===== config.mk =====
export PLATFORM = sky130hd
export DESIGN_NAME = coin_acceptor
export DESIGN_NICKNAME = d
export VERILOG_FILES = /design/src/rtl/coin_acceptor.sv
export SDC_FILE = /design/constraint.sdc
export NUM_CORES = 1
export LEC_CHECK = 0
export CAP_MARGIN = 30
export CORE_MARGIN = 1.5
export CORE_UTILIZATION = 55
export DETAILED_ROUTE_END_ITERATION = 8
export PLACE_DENSITY = 0.8
export SLEW_MARGIN = 25
export SYNTH_ARGS = -nofsm -noshare
export SYNTH_HDL_FRONTEND = slang
export SYNTH_SLANG_ARGS = --single-unit
export TNS_END_PERCENT = 5

===== constraint.sdc =====
create_clock -name clk -period 4 [get_ports clk]
set_input_delay 0.6 -clock clk [delete_from_list [all_inputs] [get_ports clk]]
set_output_delay 0.6 -clock clk [all_outputs]
set_load 0.05 [all_outputs]

===== src/rtl/coin_acceptor.sv =====
// Coin acceptor: turns coin-slot edges and player buttons into one committed
// credit amount (money/set) or a refund (refund/refund_valid).
module coin_acceptor #(
  parameter int unsigned WIDTH       = 10,
  parameter int unsigned MAX_PENDING = 999,
  parameter int unsigned TIMEOUT     = 1000,
  parameter int unsigned VAL_A       = 1,
  parameter int unsigned VAL_B       = 5,
  parameter int unsigned VAL_C       = 10
) (
  input  logic             clk,
  input  logic             rst,
  input  logic             coin_a,
  input  logic             coin_b,
  input  logic             coin_c,
  input  logic             confirm,
  input  logic             cancel,
  output logic [WIDTH-1:0] money,
  output logic             set,
  output logic [WIDTH-1:0] pending,
  output logic [WIDTH-1:0] refund,
  output logic             refund_valid,
  output logic             overflow,
  output logic             busy
);

  localparam int unsigned SUM_W = WIDTH + 2;
  localparam int unsigned TMR_W = (TIMEOUT > 2) ? $clog2(TIMEOUT) : 1;

  localparam logic [1:0] IDLE    = 2'd0;
  localparam logic [1:0] COLLECT = 2'd1;
  localparam logic [1:0] COMMIT  = 2'd2;
  localparam logic [1:0] REFUND  = 2'd3;

  logic [1:0]       state, state_d;
  logic [TMR_W-1:0] timer, timer_d;
  logic             hist_a, hist_b, hist_c;
  logic [WIDTH-1:0] money_d, pending_d, refund_d;
  logic             set_d, refund_valid_d, overflow_d, busy_d;

  logic             edge_a, edge_b, edge_c, coin_in, clip;
  logic [SUM_W-1:0] inc, base, sum;
  logic [WIDTH-1:0] sat;

  // Rising-edge detection and saturating add of this cycle's coin value
  assign edge_a  = coin_a & ~hist_a;
  assign edge_b  = coin_b & ~hist_b;
  assign edge_c  = coin_c & ~hist_c;
  assign inc     = (edge_a ? SUM_W'(VAL_A) : '0)
                 + (edge_b ? SUM_W'(VAL_B) : '0)
                 + (edge_c ? SUM_W'(VAL_C) : '0);
  assign coin_in = (inc != '0);
  // Only COLLECT accumulates; every other state starts a fresh balance
  assign base    = (state == COLLECT) ? SUM_W'(pending) : '0;
  assign sum     = base + inc;
  assign clip    = (sum > SUM_W'(MAX_PENDING));
  assign sat     = clip ? WIDTH'(MAX_PENDING) : sum[WIDTH-1:0];

  // Next-state and registered-output logic
  always_comb begin
    state_d        = state;
    timer_d        = timer;
    money_d        = money;
    pending_d      = pending;
    refund_d       = refund;
    set_d          = 1'b0;
    refund_valid_d = 1'b0;
    overflow_d     = overflow;

    case (state)
      IDLE: begin
        if (coin_in) begin
          pending_d  = sat;
          overflow_d = clip;
          timer_d    = '0;
          state_d    = COLLECT;
        end
      end
      COLLECT: begin
        if (coin_in) begin
          pending_d = sat;
          if (clip) overflow_d = 1'b1;
        end
        // Strobes rise together with the COMMIT/REFUND state
        if (cancel) begin
          state_d        = REFUND;
          refund_d       = pending_d;
          refund_valid_d = 1'b1;
          overflow_d     = 1'b0;
        end else if (confirm) begin
          state_d    = COMMIT;
          money_d    = pending_d;
          set_d      = 1'b1;
          overflow_d = 1'b0;
        end else if (coin_in) begin
          timer_d = '0;
        end else if (timer == TMR_W'(TIMEOUT - 1)) begin
          state_d    = COMMIT;
          money_d    = pending;
          set_d      = 1'b1;
          overflow_d = 1'b0;
        end else begin
          timer_d = timer + TMR_W'(1);
        end
      end
      COMMIT, REFUND: begin
        // Coins arriving now open a new session, never merged into the old one
        if (coin_in) begin
          pending_d  = sat;
          overflow_d = clip;
          timer_d    = '0;
          state_d    = COLLECT;
        end else begin
          pending_d = '0;
          timer_d   = '0;
          state_d   = IDLE;
        end
      end
      default: begin
        state_d = IDLE;
      end
    endcase

    busy_d = (state_d != IDLE);
  end

  // State and output registers
  always_ff @(posedge clk or posedge rst) begin
    if (rst) begin
      state        <= IDLE;
      timer        <= '0;
      hist_a       <= 1'b1;
      hist_b       <= 1'b1;
      hist_c       <= 1'b1;
      money        <= '0;
      set          <= 1'b0;
      pending      <= '0;
      refund       <= '0;
      refund_valid <= 1'b0;
      overflow     <= 1'b0;
      busy         <= 1'b0;
    end else begin
      state        <= state_d;
      timer        <= timer_d;
      hist_a       <= coin_a;
      hist_b       <= coin_b;
      hist_c       <= coin_c;
      money        <= money_d;
      set          <= set_d;
      pending      <= pending_d;
      refund       <= refund_d;
      refund_valid <= refund_valid_d;
      overflow     <= overflow_d;
      busy         <= busy_d;
    end
  end

endmodule


==> reports/qor.tcl, run 1 <==
set qor(cts.reportedPaths.clkPinSlew_ns) 0.10
set qor(pwr_density_cell_nw_per_um2) 620
set qor(result_of_the_run) {complete, no violations}
set qor(area.growth.synth_to_final_pct) 18.3
set qor(post_route_cells_drive_above_1_share_pct) 11.3
set qor(tritoncts.num_buffers) 5
set qor(cap_viol_max_count) 0
set qor(synthDistinctLibCells) 62
set qor(grt_overflow_total) 0
set qor(report.final.hold_viol_count) 0
set qor(synth.cell_area_um2) 2940
set qor(drt-pass1-iter-count) 5
set qor(finalNonFillerCells) 433
set qor(vdd.ir_drop.worst_mv) 0.616
set qor(buffer_type_at_the_clock_tree_root) {sky130_fd_sc_hd__clkbuf_8}
set qor(r2r_cells) 11
set qor(worstPathCellList) {clkdlybuf4s50_1 > nor2b_1 > ha_1 > ha_1 > fa_1 > a21oi_1 > o31ai_2 > o211ai_2 > xnor2_1 > a41oi_2 > o21ai_0 > a41oi_1}
set qor(endpoint_kind) {flop}
set qor(relSlewSlack_pct) 59.7
set qor(worst_path_largest_cell_delay_ns) 0.47
set qor(cp.required_ns) 4.18
set qor(ys_seq_area_share_pct) 41.8
set qor(critical_path_arrival_ns) 3.80
set qor(final_antenna_net_count) 0
set qor(fin_area_um2) 3480
set qor(cts-resized-gates) 0
set qor(initial_antenna_violation_count) 0
set qor(syn_avg_cell_area_um2) 9.10
set qor(highest_attainable_clock_frequency_mhz) 276
set qor(num_rows) 26
set qor(vias_per_cell) 6.06
set qor(die-height_um) 76.1
set qor(holdCritPathClass) {reg -> reg}
set qor(cellLeakagePower_uw) 0.00149
set qor(regToRegStartpoint) {hist_b$_DFF_PP1_}
set qor(worst_setup_path_start_kind) {input port}
set qor(detail_route.iter0.violations) 282
set qor(yosys_register_bits) 49
set qor(final_cell_mix) {sky130_fd_sc_hd__dfrtp_1 (46), sky130_fd_sc_hd__clkdlybuf4s50_1 (40), sky130_fd_sc_hd__nand2_1 (39), sky130_fd_sc_hd__o21ai_0 (33), sky130_fd_sc_hd__nor2_1 (22)}
set qor(synth_nets) 337
set qor(die_width_um) 76.1
set qor(initial_cell_density_of_the_core_pct) 57.2
set qor(wire_length_of_the_first_global_routing_pass_um) 12300
set qor(actual_slew_at_the_worst_max_slew_pin_ns) 0.597
set qor(boundaryPins) 41
set qor(worst_path_most_repeated_cell) {sky130_fd_sc_hd__ha_1}
set qor(first_global_vias) 2483
set qor(cts.htree.levels) 2
set qor(slew_violations) 0
set qor(final_core_util_pct) 67.7
set qor(async_flop_share_pct) 100
set qor(numPlacedInstances) 425
set qor(die_footprint_um2) 5790
set qor(drt-total-wl_um) 7310
set qor(hold_start) {refund[7]$_DFFE_PP0P_}
set qor(syn_inst) 323
set qor(worst-path-max-fanout) 5
set qor(critPathKind) {in -> reg}
set qor(startpoint) {coin_a}
set qor(place_area_um2) 3380
set qor(rsz0062_at_grt) {false}
set qor(final.period_utilization_pct) 90.6
set qor(ctsHoldBuffers) 0
set qor(gp_congestion) 0.941
set qor(cts_tree) {built}
set qor(layout_commonest_cell) {sky130_fd_sc_hd__dfrtp_1}
set qor(setup-violations-final) 0
set qor(final_worst_clock_skew_ns) 0.00883
set qor(synth_flop_cell) {sky130_fd_sc_hd__dfrtp_1}
set qor(postCtsSetupRepairBufs) 0
set qor(synth-edff-count) 0
set qor(fin_tns_setup_ns) 0
set qor(fill_cells) 454
set qor(total_of_warnings_raised_by_yosys) 0
set qor(cts_num_sinks) 49
set qor(dr_total_vias) 2624
set qor(max-clock-path-buffers) 2
set qor(place_hpwl_um) 5280
set qor(post_drt_wl_per_cell_um) 16.9
set qor(multi_input_area_um2) 1530
set qor(drt_drc_violations_left) 0
set qor(antenna_cells_inserted) 0
set qor(critical-path-slowest-cell) {sky130_fd_sc_hd__clkdlybuf4s50_1}
set qor(later_pin_clock_latency_in_the_skew_report_ns) 0.31
set qor(grt_max_degree) 33
set qor(sequential_cell_area_um2) 1230
set qor(layout_min_cycle_time_ns) 3.62
set qor(portBuffers) 40
set qor(placeableCoreArea_um2) 5140
set qor(hold_path_depth) 2
set qor(design.final.nets) 376
set qor(grt_use_total_pct) 26.7
[per-stage QoR]
| step | hold slack, ns | setup slack (ns) | power (µW) |
|---|---|---|---|
| after CTS | 0.496 | 0.417 | 2160 |
| after floorplan | 0.445 | 0.723 | 1490 |
| after detailed placement | 0.475 | 0.0991 | 1850 |
| after global placement | 0.462 | 0.179 | 1820 |
| final | 0.495 | 0.378 | 2160 |
| after global routing | 0.527 | 0.140 | 2270 |
[sequential cells by signal, indices dropped and copies added (netlist names)]
signal        count
refund_valid      1
overflow          1
timer            10
set               1
pending          10
state             2
hist_c            1
hist_b            1
hist_a            1
refund           10
busy              1
money            10
[routing by layer]
metal	GRT usage, %	vias up	share of wire, %
li1	-	1252	-
met1	36.7	1259	45
met2	44.1	101	47
met3	2.87	12	5.7
met4	9.63	0	1.7
met5	0	-	0
[final timing paths]
| kind | to | slack [ns] |
|---|---|---|
| worst max-delay path | money[3]$_DFFE_PP0P_ | 0.38 |
| worst min-delay path | refund[7]$_DFFE_PP0P_ | 0.49 |
| worst max register to register | money[3]$_DFFE_PP0P_ | 0.73 |
| worst min register to register | refund[7]$_DFFE_PP0P_ | 0.49 |
| max in group asynchronous | hist_c$_DFF_PP1_ | 2.85 |
| min in group asynchronous | money[9]$_DFFE_PP0P_ | 0.57 |
[worst max-delay path: cells and delay by family]
kind	cells	cell delay, ns
AND/OR/NAND/NOR	1	0.22
buffers and inverters	1	0.47
adder cells (fa/ha/maj)	3	0.97
AO/OA/AOI/OAI	6	1.35
XOR/XNOR	1	0.18
[logic make-up (layout without fill, tap and decap cells)]
family                     count (synthesis)  count (layout)  synth area share (%)
and+or+nand+nor                          117             117                  20.4
AOI/OAI and AO/OA                        113             113                  26.3
DFF                                       49              49                  41.8
buffers and inverters                     30              70                  6.13
adders and majority gates                  7               7                  3.24
xor gates and xnor gates                   6               6                  1.79
muxes                                      1               1                 0.341
[report_power, final]
part / leakage [µW] / switching (µW) / internal (µW)
sequential: 0.000627 / 114 / 614
combinational: 0.000818 / 738 / 385
clock: 0.0000452 / 180 / 128
total: 0.00149 / 1030 / 1130
[final cells by class]
type | count | area share [%]
clock buffers | 5 | 1.98
clock inverters | 3 | 0.719
inverters | 12 | 1.29
multi-input cells | 244 | 44.1
flip-flops and latches | 49 | 35.4
well taps | 70 | 2.52
repair buffers | 50 | 14.0
[cell usage after synthesis, drive strengths merged, types with 2 or more instances]
cell type	number	share of area [%]
ha	6	2.6
buf	4	1.1
nor2	22	2.8
inv	12	1.5
nand3b	4	1.4
xor2	4	1.2
a2bb2oi	3	0.89
a21oi	21	3.6
or2	2	0.43
clkbuf	14	3.5
and3	8	1.7
o211ai	4	1.2
o311ai	2	0.85
o21ai	35	6.1
and2	6	1.4
dfrtp	46	39
o22ai	3	0.64
xnor2	2	0.60
o21a	4	1.0
a221o	3	1.0
a21o	4	1.1
o31a	6	1.8
or3	2	0.43
a31oi	5	1.1
nor2b	5	1.1
o32ai	2	0.60
nor3	5	0.85
nand3	13	2.2
dfstp	3	2.7
and3b	3	0.98
a211oi	4	1.2
nand2	39	5.0
a41oi	3	1.1
nand2b	5	1.1
o31ai	8	2.4
No activity file was read; power rests on OpenSTA's default activity.
==> run 2: changes to the inputs <==
ABC_CLOCK_PERIOD_IN_PS = 4000   (was unset)
CAP_MARGIN = 15   (was 30)
SLEW_MARGIN = unset   (was 25)
==> run 2 against run 1 <==
Combinational power about the same. Global-route usage shrank 0.68 points. Power increased by 5.4%. Worst hold slack lost 0.0021 ns. Non-clock buffer count shrank 1. Routed wire length decreased by 0.22%.
==> reports/qor.tcl, run 2 (synthesis gave the netlist of run 1 again) <==
set qor(total_met3_wirelength_after_detailed_routing_um) 476
set qor(post_route_cells_drive_above_1_share_pct) 11.0
set qor(cts.reportedPaths.clkPinSlew_ns) 0.09
set qor(actual_slew_at_the_worst_max_slew_pin_ns) 1.00
set qor(gp_congestion) 0.941
set qor(place_hpwl_um) 5160
set qor(fill_cells) 460
set qor(drt-pass1-iter-count) 5
set qor(met2_length_um) 3600
set qor(final_antenna_net_count) 0
set qor(portBuffers) 40
set qor(layout_commonest_cell) {sky130_fd_sc_hd__dfrtp_1}
set qor(slew_violations) 0
set qor(worst-path-max-fanout) 12
set qor(dr_total_vias) 2645
set qor(critPathKind) {in -> reg}
set qor(ctsHoldBuffers) 0
set qor(final_cell_mix) {sky130_fd_sc_hd__dfrtp_1 (46), sky130_fd_sc_hd__clkdlybuf4s50_1 (40), sky130_fd_sc_hd__nand2_1 (39), sky130_fd_sc_hd__o21ai_0 (33), sky130_fd_sc_hd__nor2_1 (22)}
set qor(cts-resized-gates) 0
set qor(first_global_vias) 2470
set qor(postCtsSetupRepairBufs) 0
set qor(highest_attainable_clock_frequency_mhz) 275
set qor(critical_path_arrival_ns) 3.83
set qor(num_rows) 26
set qor(antenna_cells_inserted) 0
set qor(initial_cell_density_of_the_core_pct) 57.2
set qor(boundaryPins) 41
set qor(initial_antenna_violation_count) 0
set qor(holdCritPathClass) {reg -> reg}
set qor(die_width_um) 76.1
set qor(later_pin_clock_latency_in_the_skew_report_ns) 0.30
set qor(pwr_density_cell_nw_per_um2) 649
set qor(die-height_um) 76.1
set qor(cellLeakagePower_uw) 0.00150
set qor(rsz0062_at_grt) {false}
set qor(vdd.ir_drop.worst_mv) 0.603
set qor(post_layout_worst_setup_margin_ns) 0.365
set qor(numPlacedInstances) 424
set qor(drt_drc_violations_left) 0
set qor(worst_setup_path_start_kind) {input port}
set qor(grt_overflow_total) 0
set qor(pre_cts_slack_ns) 0.0757
set qor(tritoncts.num_buffers) 5
set qor(final.period_utilization_pct) 90.9
set qor(report.final.hold_viol_count) 0
set qor(cp.required_ns) 4.19
set qor(vias_per_cell) 6.12
set qor(grt_max_degree) 50
set qor(cts_tree) {built}
set qor(finalNonFillerCells) 432
set qor(result_of_the_run) {complete, no violations}
set qor(design.final.nets) 375
set qor(final_worst_clock_skew_ns) 0.00550
set qor(buffer_type_at_the_clock_tree_root) {sky130_fd_sc_hd__clkbuf_8}
set qor(fin_area_um2) 3500
set qor(place_area_um2) 3360
set qor(area.growth.synth_to_final_pct) 19.2
set qor(endpoint_kind) {flop}
set qor(drt-total-wl_um) 7300
set qor(topRoutingLayerUsed) {met4}
set qor(cts.htree.levels) 2
set qor(wire_length_of_the_first_global_routing_pass_um) 12100
set qor(relSlewSlack_pct) 33.1
set qor(fin_tns_setup_ns) 0
set qor(placeableCoreArea_um2) 5140
set qor(post_drt_wl_per_cell_um) 16.9
set qor(die_footprint_um2) 5790
set qor(detail_route.iter0.violations) 172
set qor(setup-violations-final) 0
set qor(cap_viol_max_count) 0
set qor(max-clock-path-buffers) 2
set qor(layout_min_cycle_time_ns) 3.64
set qor(m1WireLength_um) 3180
set qor(cts_num_sinks) 49
set qor(grt_use_total_pct) 26.0
-- run 2: cell types whose count changed in the layout (fill, tap and decap cells not counted) --
cell / previous run / this run
sky130_fd_sc_hd__buf_12: 1 / 0
sky130_fd_sc_hd__inv_6: 2 / 1
sky130_fd_sc_hd__bufinv_16: 0 / 2
sky130_fd_sc_hd__clkinvlp_4: 1 / 0
-- run 2: layout make-up --
type	instances	area, µm²	area share [%]
Clock buffer	5	68.8	1.96
Inverter	12	45.0	1.29
Timing Repair Buffer	49	468	13.4
Sequential cell	49	1230	35.1
Tap cell	70	87.6	2.50
Multi-Input combinational cell	244	1530	43.8
Clock inverter	3	68.8	1.96
-- run 2: power by group --
group,switching [µW],internal (µW)
sequential,112,614
combinational,738,383
clock,174,252
total,1020,1250
-- run 2: worst paths after layout --
path / startpoint / to / slack (ns) / depth (start not counted)
max in group asynchronous: rst / refund[2]$_DFFE_PP0P_ / 2.54 / 2
hold / removal: timer[9]$_DFFE_PP0P_ / timer[9]$_DFFE_PP0P_ / 0.49 / 1
setup reg to reg: hist_b$_DFF_PP1_ / refund[2]$_DFFE_PP0P_ / 0.73 / 12
hold reg to reg: timer[9]$_DFFE_PP0P_ / timer[9]$_DFFE_PP0P_ / 0.49 / 1
setup / recovery: coin_a / refund[2]$_DFFE_PP0P_ / 0.36 / 13
min in group asynchronous: rst / refund_valid$_DFF_PP0_ / 0.84 / 2
-- run 2: worst max-delay path: stages --
cell and delay, ns:
sky130_fd_sc_hd__clkdlybuf4s50_1 0.47, sky130_fd_sc_hd__nor2b_1 0.22, sky130_fd_sc_hd__ha_1 0.31, sky130_fd_sc_hd__ha_1 0.24
sky130_fd_sc_hd__fa_1 0.42, sky130_fd_sc_hd__a21oi_1 0.29, sky130_fd_sc_hd__o31ai_2 0.17, sky130_fd_sc_hd__o211ai_2 0.15
sky130_fd_sc_hd__xnor2_1 0.12, sky130_fd_sc_hd__a41oi_2 0.27, sky130_fd_sc_hd__o21ai_2 0.08, sky130_fd_sc_hd__buf_4 0.19
sky130_fd_sc_hd__o31a_1 0.29
-- run 2: routing by layer --
layer,track usage [%],up-vias
met5,0,-
met4,7.04,0
met3,3.59,6
met2,44.5,104
met1,34.9,1287
li1,-,1248
-- run 2: stage by stage --
step	power (µW)	hold WS [ns]	utilization, %
2_1_floorplan	1490	0.445	-
3_3_place_gp	1820	0.462	65.5
6_report	2270	0.493	68.1
4_1_cts	2280	0.488	68.1
3_5_place_dp	1850	0.471	65.5
5_1_grt	2380	0.511	68.1
